==> config.mk <==
export PLATFORM = sky130hd
export DESIGN_NAME = mem_access_unit
export DESIGN_NICKNAME = d
export VERILOG_FILES = /design/src/rtl/mem_pkg.sv /design/src/rtl/mem_access_unit_lane_align.sv /design/src/rtl/mem_access_unit.sv
export SDC_FILE = /design/constraint.sdc
export NUM_CORES = 1
export LEC_CHECK = 0
export CAP_MARGIN = 20
export CORE_MARGIN = 3
export CORE_UTILIZATION = 46
export CTS_CLUSTER_SIZE = 25
export DETAILED_ROUTE_END_ITERATION = 10
export GPL_TIMING_DRIVEN = 0
export PLACE_DENSITY = 0.92
export SKIP_CTS_REPAIR_TIMING = 1
export SKIP_LAST_GASP = 1
export SYNTH_ARGS = -nofsm -noshare
export SYNTH_HDL_FRONTEND = slang
export SYNTH_SLANG_ARGS = --single-unit
==> constraint.sdc <==
create_clock -name clk -period 4.6 [get_ports clk]
set_input_delay 0.46 -clock clk [delete_from_list [all_inputs] [get_ports clk]]
set_output_delay 0.46 -clock clk [all_outputs]
set_load 0.01 [all_outputs]
==> src/rtl/mem_pkg.sv <==
// Shared types and lane constants for the MIPS load/store unit.
package mem_pkg;

  // Access size as encoded on the EX/MEM request bus.
  typedef enum logic [1:0] {
    SZ_BYTE = 2'b00,
    SZ_HALF = 2'b01,
    SZ_WORD = 2'b10,
    SZ_BAD  = 2'b11
  } size_e;

  // Controller states.
  typedef enum logic [2:0] {
    ST_IDLE,
    ST_READ,
    ST_WRITE,
    ST_LOAD_RSP,
    ST_MERGE_WR,
    ST_ERR
  } state_e;

  localparam bit BIG_ENDIAN = 1'b1;

  // MSB position of each byte lane within the word, indexed by byte offset (big-endian order).
  localparam int unsigned BYTE_MSB [0:3] = '{31, 23, 15, 7};

  // MSB of the byte lane selected by a byte offset.
  function automatic int unsigned lane_msb(input logic [1:0] offset);
    return BIG_ENDIAN ? BYTE_MSB[offset] : BYTE_MSB[~offset];
  endfunction

endpackage

==> src/rtl/mem_access_unit_lane_align.sv <==
// Combinational lane steering: load extract/extend and sub-word store merge.
import mem_pkg::*;

module mem_access_unit_lane_align (
  input  logic [31:0] word,
  input  logic [1:0]  offset,
  input  size_e       size,
  input  logic        uns,
  input  logic [31:0] wdata,
  output logic [31:0] load_data,
  output logic [31:0] merge_data
);

  logic [7:0]  byte_sel;
  logic [15:0] half_sel;

  // Pick the addressed byte/half lane out of the memory word.
  always_comb begin
    byte_sel = word[lane_msb(offset) -: 8];
    half_sel = offset[1] ? word[15:0] : word[31:16];
  end

  // Extend the selected lane for loads; word loads pass straight through.
  always_comb begin
    // NOTE: every output of an always_comb gets a default first so no path infers a latch.
    load_data = word;
    unique case (size)
      SZ_BYTE: load_data = uns ? {24'b0, byte_sel} : {{24{byte_sel[7]}}, byte_sel};
      SZ_HALF: load_data = uns ? {16'b0, half_sel} : {{16{half_sel[15]}}, half_sel};
      default: load_data = word;
    endcase
  end

  // Replace only the target lane with the right-aligned store data.
  always_comb begin
    merge_data = word;
    unique case (size)
      SZ_BYTE: merge_data[lane_msb(offset) -: 8] = wdata[7:0];
      SZ_HALF: begin
        if (offset[1]) merge_data[15:0]  = wdata[15:0];
        else           merge_data[31:16] = wdata[15:0];
      end
      default: merge_data = wdata;
    endcase
  end

endmodule

==> src/rtl/mem_access_unit.sv <==
// Load/store controller: accepts byte-addressed requests and drives a word-wide
// synchronous-read data memory, using read-modify-write for sub-word stores.
import mem_pkg::*;

module mem_access_unit #(
  parameter int AW = 10,
  parameter int DW = 32
) (
  input  logic          clk,
  input  logic          rst_n,
  input  logic          req_valid,
  output logic          req_ready,
  input  logic          req_read,
  input  logic          req_write,
  input  size_e         req_size,
  input  logic          req_unsigned,
  input  logic [AW+1:0] req_addr,
  input  logic [DW-1:0] req_wdata,
  output logic          rsp_valid,
  output logic          rsp_err,
  output logic [DW-1:0] rsp_rdata,
  output logic          mem_w_en,
  output logic [AW-1:0] mem_addr,
  output logic [DW-1:0] mem_d_in,
  input  logic [DW-1:0] mem_d_out
);

  state_e        state, state_next;
  logic          is_load_q;
  size_e         size_q;
  logic          uns_q;
  logic [1:0]    off_q;
  logic [DW-1:0] wdata_q;
  logic          accept;
  logic          req_bad;
  logic [DW-1:0] load_data;
  logic [DW-1:0] merge_data;

  assign req_ready = (state == ST_IDLE);
  assign accept    = req_valid && req_ready;

  // Flag requests that must not touch memory: ambiguous direction, illegal size, misalignment.
  always_comb begin
    req_bad = (req_read == req_write) || (req_size == SZ_BAD) ||
              (req_size == SZ_HALF && req_addr[0]) ||
              (req_size == SZ_WORD && req_addr[1:0] != 2'b00);
  end

  // State register; reset drops mem_w_en at once since it decodes from state.
  always_ff @(posedge clk or negedge rst_n) begin
    // NOTE: sequential state uses non-blocking assignments so all flops update together.
    if (!rst_n) state <= ST_IDLE;
    else        state <= state_next;
  end

  // Capture request fields and the memory word address on accept only.
  always_ff @(posedge clk or negedge rst_n) begin
    // NOTE: the capture registers are reset so mem_addr and the datapath start from a known 0.
    if (!rst_n) begin
      is_load_q <= 1'b0;
      size_q    <= SZ_BYTE;
      uns_q     <= 1'b0;
      off_q     <= 2'b00;
      wdata_q   <= '0;
      mem_addr  <= '0;
    end else if (accept) begin
      is_load_q <= req_read;
      size_q    <= req_size;
      uns_q     <= req_unsigned;
      off_q     <= req_addr[1:0];
      wdata_q   <= req_wdata;
      mem_addr  <= req_addr[AW+1:2];
    end
  end

  mem_access_unit_lane_align u_lane_align (
    .word       (mem_d_out),
    .offset     (off_q),
    .size       (size_q),
    .uns        (uns_q),
    .wdata      (wdata_q),
    .load_data  (load_data),
    .merge_data (merge_data)
  );

  // Next-state and per-state outputs.
  always_comb begin
    state_next = state;
    rsp_valid  = 1'b0;
    rsp_err    = 1'b0;
    rsp_rdata  = '0;
    mem_w_en   = 1'b0;
    mem_d_in   = '0;
    unique case (state)
      ST_IDLE: begin
        if (accept) begin
          if (req_bad)                          state_next = ST_ERR;
          else if (req_write && req_size == SZ_WORD) state_next = ST_WRITE;
          else                                  state_next = ST_READ;
        end
      end
      ST_READ: state_next = is_load_q ? ST_LOAD_RSP : ST_MERGE_WR;
      ST_WRITE: begin
        mem_w_en   = 1'b1;
        mem_d_in   = wdata_q;
        rsp_valid  = 1'b1;
        state_next = ST_IDLE;
      end
      ST_LOAD_RSP: begin
        rsp_rdata  = load_data;
        rsp_valid  = 1'b1;
        state_next = ST_IDLE;
      end
      ST_MERGE_WR: begin
        mem_w_en   = 1'b1;
        mem_d_in   = merge_data;
        rsp_valid  = 1'b1;
        state_next = ST_IDLE;
      end
      ST_ERR: begin
        rsp_valid  = 1'b1;
        rsp_err    = 1'b1;
        state_next = ST_IDLE;
      end
      default: state_next = ST_IDLE;
    endcase
  end

endmodule

==> flow_summary.toml, run 1 <==
[yosys]
synth_top_family_by_area = "compound AO/OA/AOI/OAI gates"
synth-main-ff-cell = "dfrtp_1"
synth_top_area_cell = "dfrtp_1"
syn_area_um2 = 3700
yosysWarnings = 0
synthSimpleGateAreaFrac_pct = 10.5
synth_adder_area_share_pct = 0
syn_inst = 353
synth-async-reset-ratio_pct = 100
yosys-top-cells-area = "dfrtp_1, mux2_2, mux2i_1"
avgSynthCellArea_um2 = 10.5
synth_common_cells = "dfrtp_1, mux2_2, o2bb2ai_1"
synth_cell_types = 53
synth_xor_area_share_pct = 0.237
ys_ff_latch = 51
yosysMostFrequentCell = "dfrtp_1"
synth_compound_area_share_pct = 26.0
synth_edf_count = 0
synth_nets = 437
ys_seq_area_share_pct = 34.5
muxShareOfSynthArea_pct = 22.4
yosysTopAreaCellShare_pct = 34.5

[timing]
tightest_slew_ns = 0.698
timing.slew.headroom_pct = 53.1
grt_setup_unrepaired = "no"
max_freq_ghz = 0.312
setup_viol_count_final = 0
finalCriticalPeriod_ns = 3.20
holdWs_ns = 0.0758
tns_ns = 0
skew_ns = 0.00575
period_share_pct = 69.6
hold_violations = 0
finalMaxSlewViolations = 0

[setup_path]
start_kind = "flip-flop"
arrival_ns = 2.74
r2r_cells = 4
end_kind = "output port"
critPathMaxStageDelay_ns = 0.58
cpMaxStageDelayCell = "nor3_1"
path_cells = "buf_6 -> nor3_1 -> clkbuf_1 -> and3_1 -> a221o_1 -> clkdlybuf4s50_1"
crit_fanout = 10
critPathKind = "reg2out"
critical_path_required_ns = 4.14

[final_layout]
antenna_cells = 0
final_cell_count_no_fill = 625
area_growth_pct = 50.7
layout-drive-gt1-share_pct = 19.5
fin_nets = 606

[power]
vdd_drop_max_mv = 0.410
internal_power_mw = 1.95
p_seq_share_pct = 26.4
p_sw_share_pct = 42.8
switching_power_mw = 1.46
power_density_nw_per_um2 = 613
p_leak_nw = 2.21
clkPwrFrac_pct = 9.9
p_comb_share_pct = 63.7

[drt]
vias = 3932
drt_iter0_drc = 359
detail_route.first_pass.iterations = 5
wirelength_um = 13600
wl_per_cell_um = 21.7
ant_nets = 0
vias_per_cell = 6.29
drc = 0

[run_status]
status = "completed"

[global_routing]
grt_use_total_pct = 29.6
grt_pass1_vias = 4050
grt-ovfl-total = 0
antenna_found_initial = 0
grt_max_degree = 37
grt_pass1_wl_um = 20700

[place]
port_buffers = 161
dp.cells = 617
hpwl_um = 10400
gp_congestion = 0.942

[flow_run]
maxCapViolations = 0

[floorplan]
core_um2 = 7770
ios = 162
die_x_um = 95.7
die-area_um2 = 9150
rows = 32
chipHeight_um = 95.7
start_util_pct = 47.6

[clocking]
clock-sinks = 51
cts_tree = "yes"
insertion_delay_ns = 0.31
root_buffer = "clkbuf_8"
cts_buffers = 5
path_clk_slew_ns = 0.10
htreeDepth = 2
clk_path_buf_depth = 2

[worst_hold_path]
hp-class = "in2async"
[routing by layer]
layer	global-route usage [%]	part of all wire, %	vias up
met5	0	0	-
met4	11.6	2.6	0
met3	7.73	12	41
met2	48.7	48	273
met1	36.9	37	1897
li1	-	-	1721
[metrics by stage]
| stage | power (mW) | area [um2] | util, % | setup WS (ns) |
|---|---|---|---|---|
| floorplan | 2.12 | 3700 | - | 2.59 |
| global placement | 2.97 | 5440 | 70.0 | 1.52 |
| detailed placement | 3.03 | 5450 | 70.2 | 1.52 |
| CTS | 3.38 | 5570 | 71.8 | 1.49 |
| global route | 3.58 | 5570 | 71.8 | 1.31 |
| finish | 3.42 | 5570 | 71.8 | 1.40 |
[worst paths after layout]
path | start | endpoint | slack (ns)
max | size_q[1]$_DFFE_PN0P_ | mem_d_in[15] | 1.40
min | rst_n | wdata_q[5]$_DFFE_PN0P_ | 0.08
max reg2reg | state[2]$_DFFE_PN0P_ | mem_addr[0]$_DFFE_PN0P_ | 2.61
min reg2reg | mem_addr[7]$_DFFE_PN0P_ | mem_addr[7]$_DFFE_PN0P_ | 0.52
max in group asynchronous | rst_n | size_q[1]$_DFFE_PN0P_ | 3.99
min in group clk | mem_addr[7]$_DFFE_PN0P_ | mem_addr[7]$_DFFE_PN0P_ | 0.52
[cells in the final DEF, fill, tap and decap left out, drive strengths merged, types with 2 or more instances in the layout]
| cell type | instances |
|---|---|
| mux2 | 50 |
| clkdlybuf4s50 | 160 |
| a31oi | 7 |
| a22o | 8 |
| dfrtp | 51 |
| and3 | 9 |
| o211ai | 7 |
| o21a | 9 |
| a211oi | 2 |
| nor4 | 2 |
| nor3 | 4 |
| a221oi | 8 |
| nor2b | 4 |
| nand4b | 7 |
| o22ai | 2 |
| a211o | 8 |
| nand2 | 9 |
| mux2i | 24 |
| a221o | 8 |
| o221a | 7 |
| nand3b | 2 |
| o2bb2ai | 24 |
| nor2 | 4 |
| inv | 11 |
| clkbuf | 17 |
| buf | 28 |
| nand2b | 10 |
| a21oi | 22 |
[flip-flops by register name (all words and copies together) (netlist names)]
name / cells
uns_q: 1
mem_addr: 10
wdata_q: 32
state: 3
off_q: 2
size_q: 2
is_load_q: 1
[power by group through the flow]
stage | Combinational, mW | Sequential (mW) | Clock [mW]
after global placement | 2.09 | 0.876 | 0
after global routing | 2.30 | 0.922 | 0.358
after CTS | 2.15 | 0.887 | 0.343
after detailed placement | 2.14 | 0.894 | 0
after floorplan | 1.29 | 0.834 | 0
final | 2.18 | 0.901 | 0.339
[layout make-up]
cell class                 count  area [um2]
inverter                      10        37.5
buffer                        37         198
tap                          102         128
multi-input combinational    255        2190
timing repair buffer         162        1630
sequential                    51        1280
clock inverter                 2        38.8
clock buffer                   6        82.6
fill                         588        2190
[worst max-delay path, delay by kind of cell, from the launching register on]
kind | cells | cell delay [ns]
buf+inv | 3 | 1.09
simple gates | 2 | 0.82
flops | 1 | 0.38
compound gates | 1 | 0.15
[cells by family after synthesis]
logic type / after synthesis
AO/OA/AOI/OAI: 118
XOR/XNOR: 1
buffers and inverters: 47
flip-flops: 51
multiplexers: 75
AND/OR/NAND/NOR: 61
(Power assumes the default switching activity.)
==> inputs of run 2 (changes only) <==
--- a/config.mk
+++ b/config.mk
@@ -7,11 +7,11 @@
 export LEC_CHECK = 0
 export CAP_MARGIN = 20
 export CORE_MARGIN = 3
-export CORE_UTILIZATION = 46
+export CORE_UTILIZATION = 39
 export CTS_CLUSTER_SIZE = 25
 export DETAILED_ROUTE_END_ITERATION = 10
 export GPL_TIMING_DRIVEN = 0
-export PLACE_DENSITY = 0.92
+export PLACE_DENSITY = 0.83
 export SKIP_CTS_REPAIR_TIMING = 1
 export SKIP_LAST_GASP = 1
 export SYNTH_ARGS = -nofsm -noshare
==> constraint.sdc (replaced) <==
create_clock -name clk -period 2.9 [get_ports clk]
set_input_delay 0.29 -clock clk [delete_from_list [all_inputs] [get_ports clk]]
set_output_delay 0.29 -clock clk [all_outputs]
set_load 0.01 [all_outputs]
==> run 2 against run 1 <==
  * The flow now finishes with violations (negative setup slack)
  * Cell count increased by 4.3%
  * Global-route usage decreased by 4.2 points
  * Hold slack improved by 0.44 ns
  * Via count decreased by 1.9%
  * Clock-buffer cell count decreased by 1
  * Sequential cell count unchanged
  * Sequential power increased by 61%
  * Register-to-register slack got worse by 1.8 ns
  * Wire length increased by 1.8%
  * Power increased by 59%
  * Highest routed layer unchanged
==> flow_summary.toml, run 2 (synthesized netlist as in run 1, its figures left out) <==
[clocking]
path_clk_slew_ns = 0.09
root_buffer = "clkbuf_8"
cts_buffers = 5
cts_tree = "yes"
htreeDepth = 2
insertion_delay_ns = 0.31
clk_path_buf_depth = 2
clock-sinks = 51

[global_routing]
use_met2_pct = 43.0
gr-usage-met3_pct = 4.90
grt_pass1_wl_um = 21000
grtUsageMet1_pct = 32.2
grt_pass1_vias = 4021
antenna_found_initial = 0
grt_use_total_pct = 25.4
grt-ovfl-total = 0
grt-busiest-layer = "met2"
grt_max_degree = 27

[drt]
drc = 0
detail_route.first_pass.iterations = 5
wirelength_um = 13800
wl_per_cell_um = 21.2
drt_iter0_drc = 338
vias_per_cell = 5.91
ant_nets = 0
vias = 3856

[floorplan]
die_x_um = 103
ios = 162
chipHeight_um = 103
start_util_pct = 41.2
rows = 34
die-area_um2 = 10700
core_um2 = 8980

[final_layout]
regMostFlops = "wdata_q"
area_growth_pct = 53.5
layout.cells.most_common = "clkdlybuf4s50_1"
largest_reg_flops = 32
top_regs = "wdata_q: 32 flops, mem_addr: 10 flops, state: 3 flops"
final_util_pct = 63.3
fin_nets = 609
final_cell_count_no_fill = 652
final_cell_mix = "clkdlybuf4s50_1, dfrtp_1, mux2_2"
antenna_cells = 0
layout-drive-gt1-share_pct = 20.7

[timing]
setup_ws_ns = -0.0225
period_share_pct = 101
finalCriticalPeriod_ns = 2.92
tightest_slew_ns = 0.611
setup_viol_count_final = 1
timing.slew.headroom_pct = 58.2
finalMaxSlewViolations = 0
hold_violations = 0
grt_setup_unrepaired = "yes"
tns_ns = -0.0225
skew_ns = 0.00903
max_freq_ghz = 0.342

[power]
p_comb_share_pct = 63.9
p_sw_share_pct = 42.7
vdd_drop_max_mv = 0.593
p_leak_nw = 2.28
p_seq_share_pct = 26.7
power_density_nw_per_um2 = 958
clkPwrFrac_pct = 9.4
internal_power_mw = 3.12
switching_power_mw = 2.32

[flow_run]
maxCapViolations = 0

[place]
dp.cells = 641
gp_congestion = 0.942
port_buffers = 161
hpwl_um = 10900
place_ws_ns = 0.0516

[setup_path]
crit_fanout = 10
critPathMaxStageDelay_ns = 0.66
critical_path_required_ns = 2.61
path_buf_inv = 3
arrival_ns = 2.63
path_cells = "buf_2 -> clkbuf_1 -> nor4_1 -> a2111oi_0 -> clkdlybuf4s50_1"
critPathKind = "reg2out"
crit_family = "buffers and inverters"
cpMaxStageDelayCell = "clkdlybuf4s50_1"
start_kind = "flip-flop"
end_kind = "output port"
r2r_slack_ns = 0.78

[run_status]
status = "finished with violations"
violations = "negative setup slack"

[worst_hold_path]
hp-class = "reg2reg"
run 2: cell types whose count changed in the layout (fill, tap and decap cells not counted), moves of 2 or more:
cell	delta
clkbuf_4	+2
clkdlybuf4s50_1	-3
buf_4	+4
dlymetal6s2s_1	+3
buf_2	-3
run 2: metal layers:
metal	up-vias	share of wire, %	wire length (um)
li1	1726	-	-
met4	0	3.0	410
met1	1861	39	5430
met5	-	0	0
met3	41	9.9	1360
met2	228	48	6610
run 2: per-stage QoR:
stage | instance area (um2) | hold WS, ns | power [mW]
after CTS | 5600 | -0.0144 | 5.34
after global routing | 5680 | 0.544 | 5.75
after global placement | 5470 | 0.489 | 4.73
after floorplan | 3700 | -0.00559 | 3.36
final | 5680 | 0.511 | 5.44
after detailed placement | 5480 | 0.331 | 4.81
run 2: final timing paths:
check	from	depth (start not counted)	endpoint
setup / recovery	off_q[0]$_DFFE_PN0P_	5	rsp_rdata[7]
hold / removal	mem_addr[1]$_DFFE_PN0P_	1	mem_addr[1]$_DFFE_PN0P_
setup reg to reg	state[2]$_DFFE_PN0P_	4	off_q[0]$_DFFE_PN0P_
hold reg to reg	mem_addr[1]$_DFFE_PN0P_	1	mem_addr[1]$_DFFE_PN0P_
max in group asynchronous	rst_n	3	state[0]$_DFFE_PN0P_
min in group asynchronous	rst_n	2	mem_addr[6]$_DFFE_PN0P_
run 2: layout make-up:
| type | count | area [um2] |
|---|---|---|
| fill | 728 | 3300 |
| multi-input combinational | 255 | 2220 |
| timing repair buffer | 166 | 1670 |
| sequential | 51 | 1280 |
| buffer | 36 | 203 |
| tap | 126 | 158 |
| clock buffer | 5 | 68.8 |
| clock inverter | 3 | 46.3 |
| inverter | 10 | 37.5 |
run 2: worst register-to-register path, cell delays in order, from the launching register on:
cell,delay (ns)
dfrtp_1,0.44
nor4_2,0.61
buf_2,0.36
buf_4,0.26
mux2_2,0.35
run 2: power groups by stage:
stage          combinational (mW)  sequential [mW]  clock (mW)
3_5_place_dp                 3.37             1.45           0
2_1_floorplan                2.04             1.32           0
6_report                     3.48             1.45       0.512
5_1_grt                      3.71             1.49       0.553
3_3_place_gp                 3.31             1.42           0
4_1_cts                      3.39             1.43       0.523
==> inputs of run 3 (changes only) <==
--- a/config.mk
+++ b/config.mk
@@ -6,8 +6,10 @@
 export NUM_CORES = 1
 export LEC_CHECK = 0
 export CAP_MARGIN = 20
+export CELL_PAD_IN_SITES_DETAIL_PLACEMENT = 0
+export CELL_PAD_IN_SITES_GLOBAL_PLACEMENT = 1
 export CORE_MARGIN = 3
-export CORE_UTILIZATION = 39
+export CORE_UTILIZATION = 29
 export CTS_CLUSTER_SIZE = 25
 export DETAILED_ROUTE_END_ITERATION = 10
 export GPL_TIMING_DRIVEN = 0
==> run 3 against run 2 <==
  * The flow now finishes without violations
  * Clock-buffer cell count rose by 2
  * Maximum frequency rose by 2.8%
  * First-iteration DRC count fell by 1.2%
  * Utilization fell by 16 points
  * Die area rose by 32%
  * Cell count rose by 5.8%
  * Non-clock buffer count fell by 4
  * Hold slack got worse by 0.48 ns
  * Largest power group unchanged
  * Highest routed layer unchanged
==> flow_summary.toml, run 3 (synthesized netlist as in run 1, its figures left out) <==
[setup_path]
cpMaxStageDelayCell = "clkdlybuf4s50_1"
path_buf_inv = 3
worstReg2RegEnd = "wdata_q[30]$_DFFE_PN0P_"
start_kind = "flip-flop"
cp-startpoint = "size_q[1]$_DFFE_PN0P_"
reg2reg_from = "state[2]$_DFFE_PN0P_"
cpMostUsedCell = "buf_6"
crit_cells = 6
path_cells = "buf_6 -> or4b_1 -> buf_6 -> a21oi_4 -> a221o_1 -> clkdlybuf4s50_1"
crit_end = "mem_d_in[8]"
arrival_ns = 2.55
crit_fanout = 10
critical_path_required_ns = 2.61
r2r_slack_ns = 0.99
r2r_cells = 4
end_kind = "output port"
crit_family = "buffers and inverters"
critPathMaxStageDelay_ns = 0.56
critPathKind = "reg2out"

[drt]
drc = 0
drt_iter0_drc = 334
ant_nets = 0
wl_per_cell_um = 20.7
detail_route.first_pass.iterations = 5
vias = 3731
wirelength_um = 14300
vias_per_cell = 5.41

[final_layout]
layout.cells.most_common = "clkdlybuf4s50_1"
final_cell_area_um2 = 5740
regMostFlops = "wdata_q"
top_regs = "wdata_q: 32 flops, mem_addr: 10 flops, state: 3 flops"
largest_reg_flops = 32
area_growth_pct = 55.1
final_cell_mix = "clkdlybuf4s50_1, dfrtp_1, mux2_2"
final_cell_count_no_fill = 690
fin_nets = 605
layout-drive-gt1-share_pct = 20.7
antenna_cells = 0

[global_routing]
grt-ovfl-total = 0
antenna_found_initial = 0
grt_max_degree = 28
grt_pass1_wl_um = 22100
grt_pass1_vias = 3844
grt_use_total_pct = 19.8

[power]
clkPwrFrac_pct = 11.5
switching_power_mw = 2.32
p_comb_share_pct = 62.3
vdd_drop_max_mv = 0.539
power_density_nw_per_um2 = 963
p_seq_share_pct = 26.2
p_sw_share_pct = 42.0
internal_power_mw = 3.21
p_leak_nw = 2.24

[clocking]
cts_buffers = 5
path_clk_slew_ns = 0.07
insertion_delay_ns = 0.30
cts_tree = "yes"
clock-sinks = 51
root_buffer = "clkbuf_16"
clk_path_buf_depth = 2
htreeDepth = 2

[timing]
finalMaxSlewViolations = 0
tightest_slew_ns = 0.687
grt_setup_unrepaired = "yes"
timing.slew.headroom_pct = 54.2
period_share_pct = 98.0
holdWs_ns = 0.0298
hold_violations = 0
setup_viol_count_final = 0
skew_ns = 0.00388
setup_ws_ns = 0.0571
max_freq_ghz = 0.352
finalCriticalPeriod_ns = 2.84

[worst_hold_path]
hp-class = "in2async"

[place]
gp_congestion = 0.841
hpwl_um = 11300
place_ws_ns = 0.0825
port_buffers = 161
postPlaceCellArea_um2 = 5540
dp.cells = 683

[floorplan]
rows = 40
start_util_pct = 30.2
chipHeight_um = 119
ios = 162
die_x_um = 119
core_um2 = 12300
die-area_um2 = 14100

[flow_run]
maxCapViolations = 0

[run_status]
status = "completed"
run 3: layer usage:
layer	share of wire, %	GRT usage [%]	wire length, um	vias up
li1	-	-	-	1717
met1	41	25.5	5880	1824
met2	49	33.4	6970	168
met3	7.9	4.18	1120	22
met4	2.2	5.79	310	0
met5	0	0	0	-
run 3: metrics by stage:
stage          TNS [ns]  total power [mW]  utilization, %
3_5_place_dp          0              4.85            45.2
5_1_grt         -0.0251              5.88            46.8
6_report              0              5.53            46.8
4_1_cts         -0.0832              5.50            46.5
3_3_place_gp          0              4.77            45.0
2_1_floorplan         0              3.36               -
run 3: area by class of cell:
type                       count  area, um2
fill                        1156       6530
timing repair buffer         163       1640
inverter                      10       37.5
tap                          168        210
sequential                    51       1280
clock buffer                   7        153
clock inverter                 1       7.51
multi-input combinational    255       2210
buffer                        35        198
run 3: power groups by stage:
stage	Clock (mW)	Sequential [mW]	Combinational (mW)
2_1_floorplan	0	1.32	2.04
3_3_place_gp	0	1.43	3.34
3_5_place_dp	0	1.45	3.40
4_1_cts	0.645	1.44	3.41
5_1_grt	0.675	1.50	3.71
6_report	0.635	1.45	3.44
run 3: how the worst min path moves through the flow:
stage	start	slack, ns	cells past startpoint	endpoint
2_1_floorplan	rst_n	-0.006	0	is_load_q$_DFFE_PN0P_
3_3_place_gp	wdata_q[18]$_DFFE_PN0P_	0.49	1	wdata_q[18]$_DFFE_PN0P_
3_5_place_dp	rst_n	0.36	1	wdata_q[19]$_DFFE_PN0P_
4_1_cts	rst_n	0.05	1	wdata_q[19]$_DFFE_PN0P_
5_1_grt	rst_n	0.07	1	wdata_q[16]$_DFFE_PN0P_
6_report	rst_n	0.03	1	wdata_q[19]$_DFFE_PN0P_
run 3: worst reg2reg max path: stages, from the launching register on:
cell     delay, ns
dfrtp_1       0.43
nor4_2        0.42
buf_2         0.32
buf_4         0.25
mux2_2        0.36
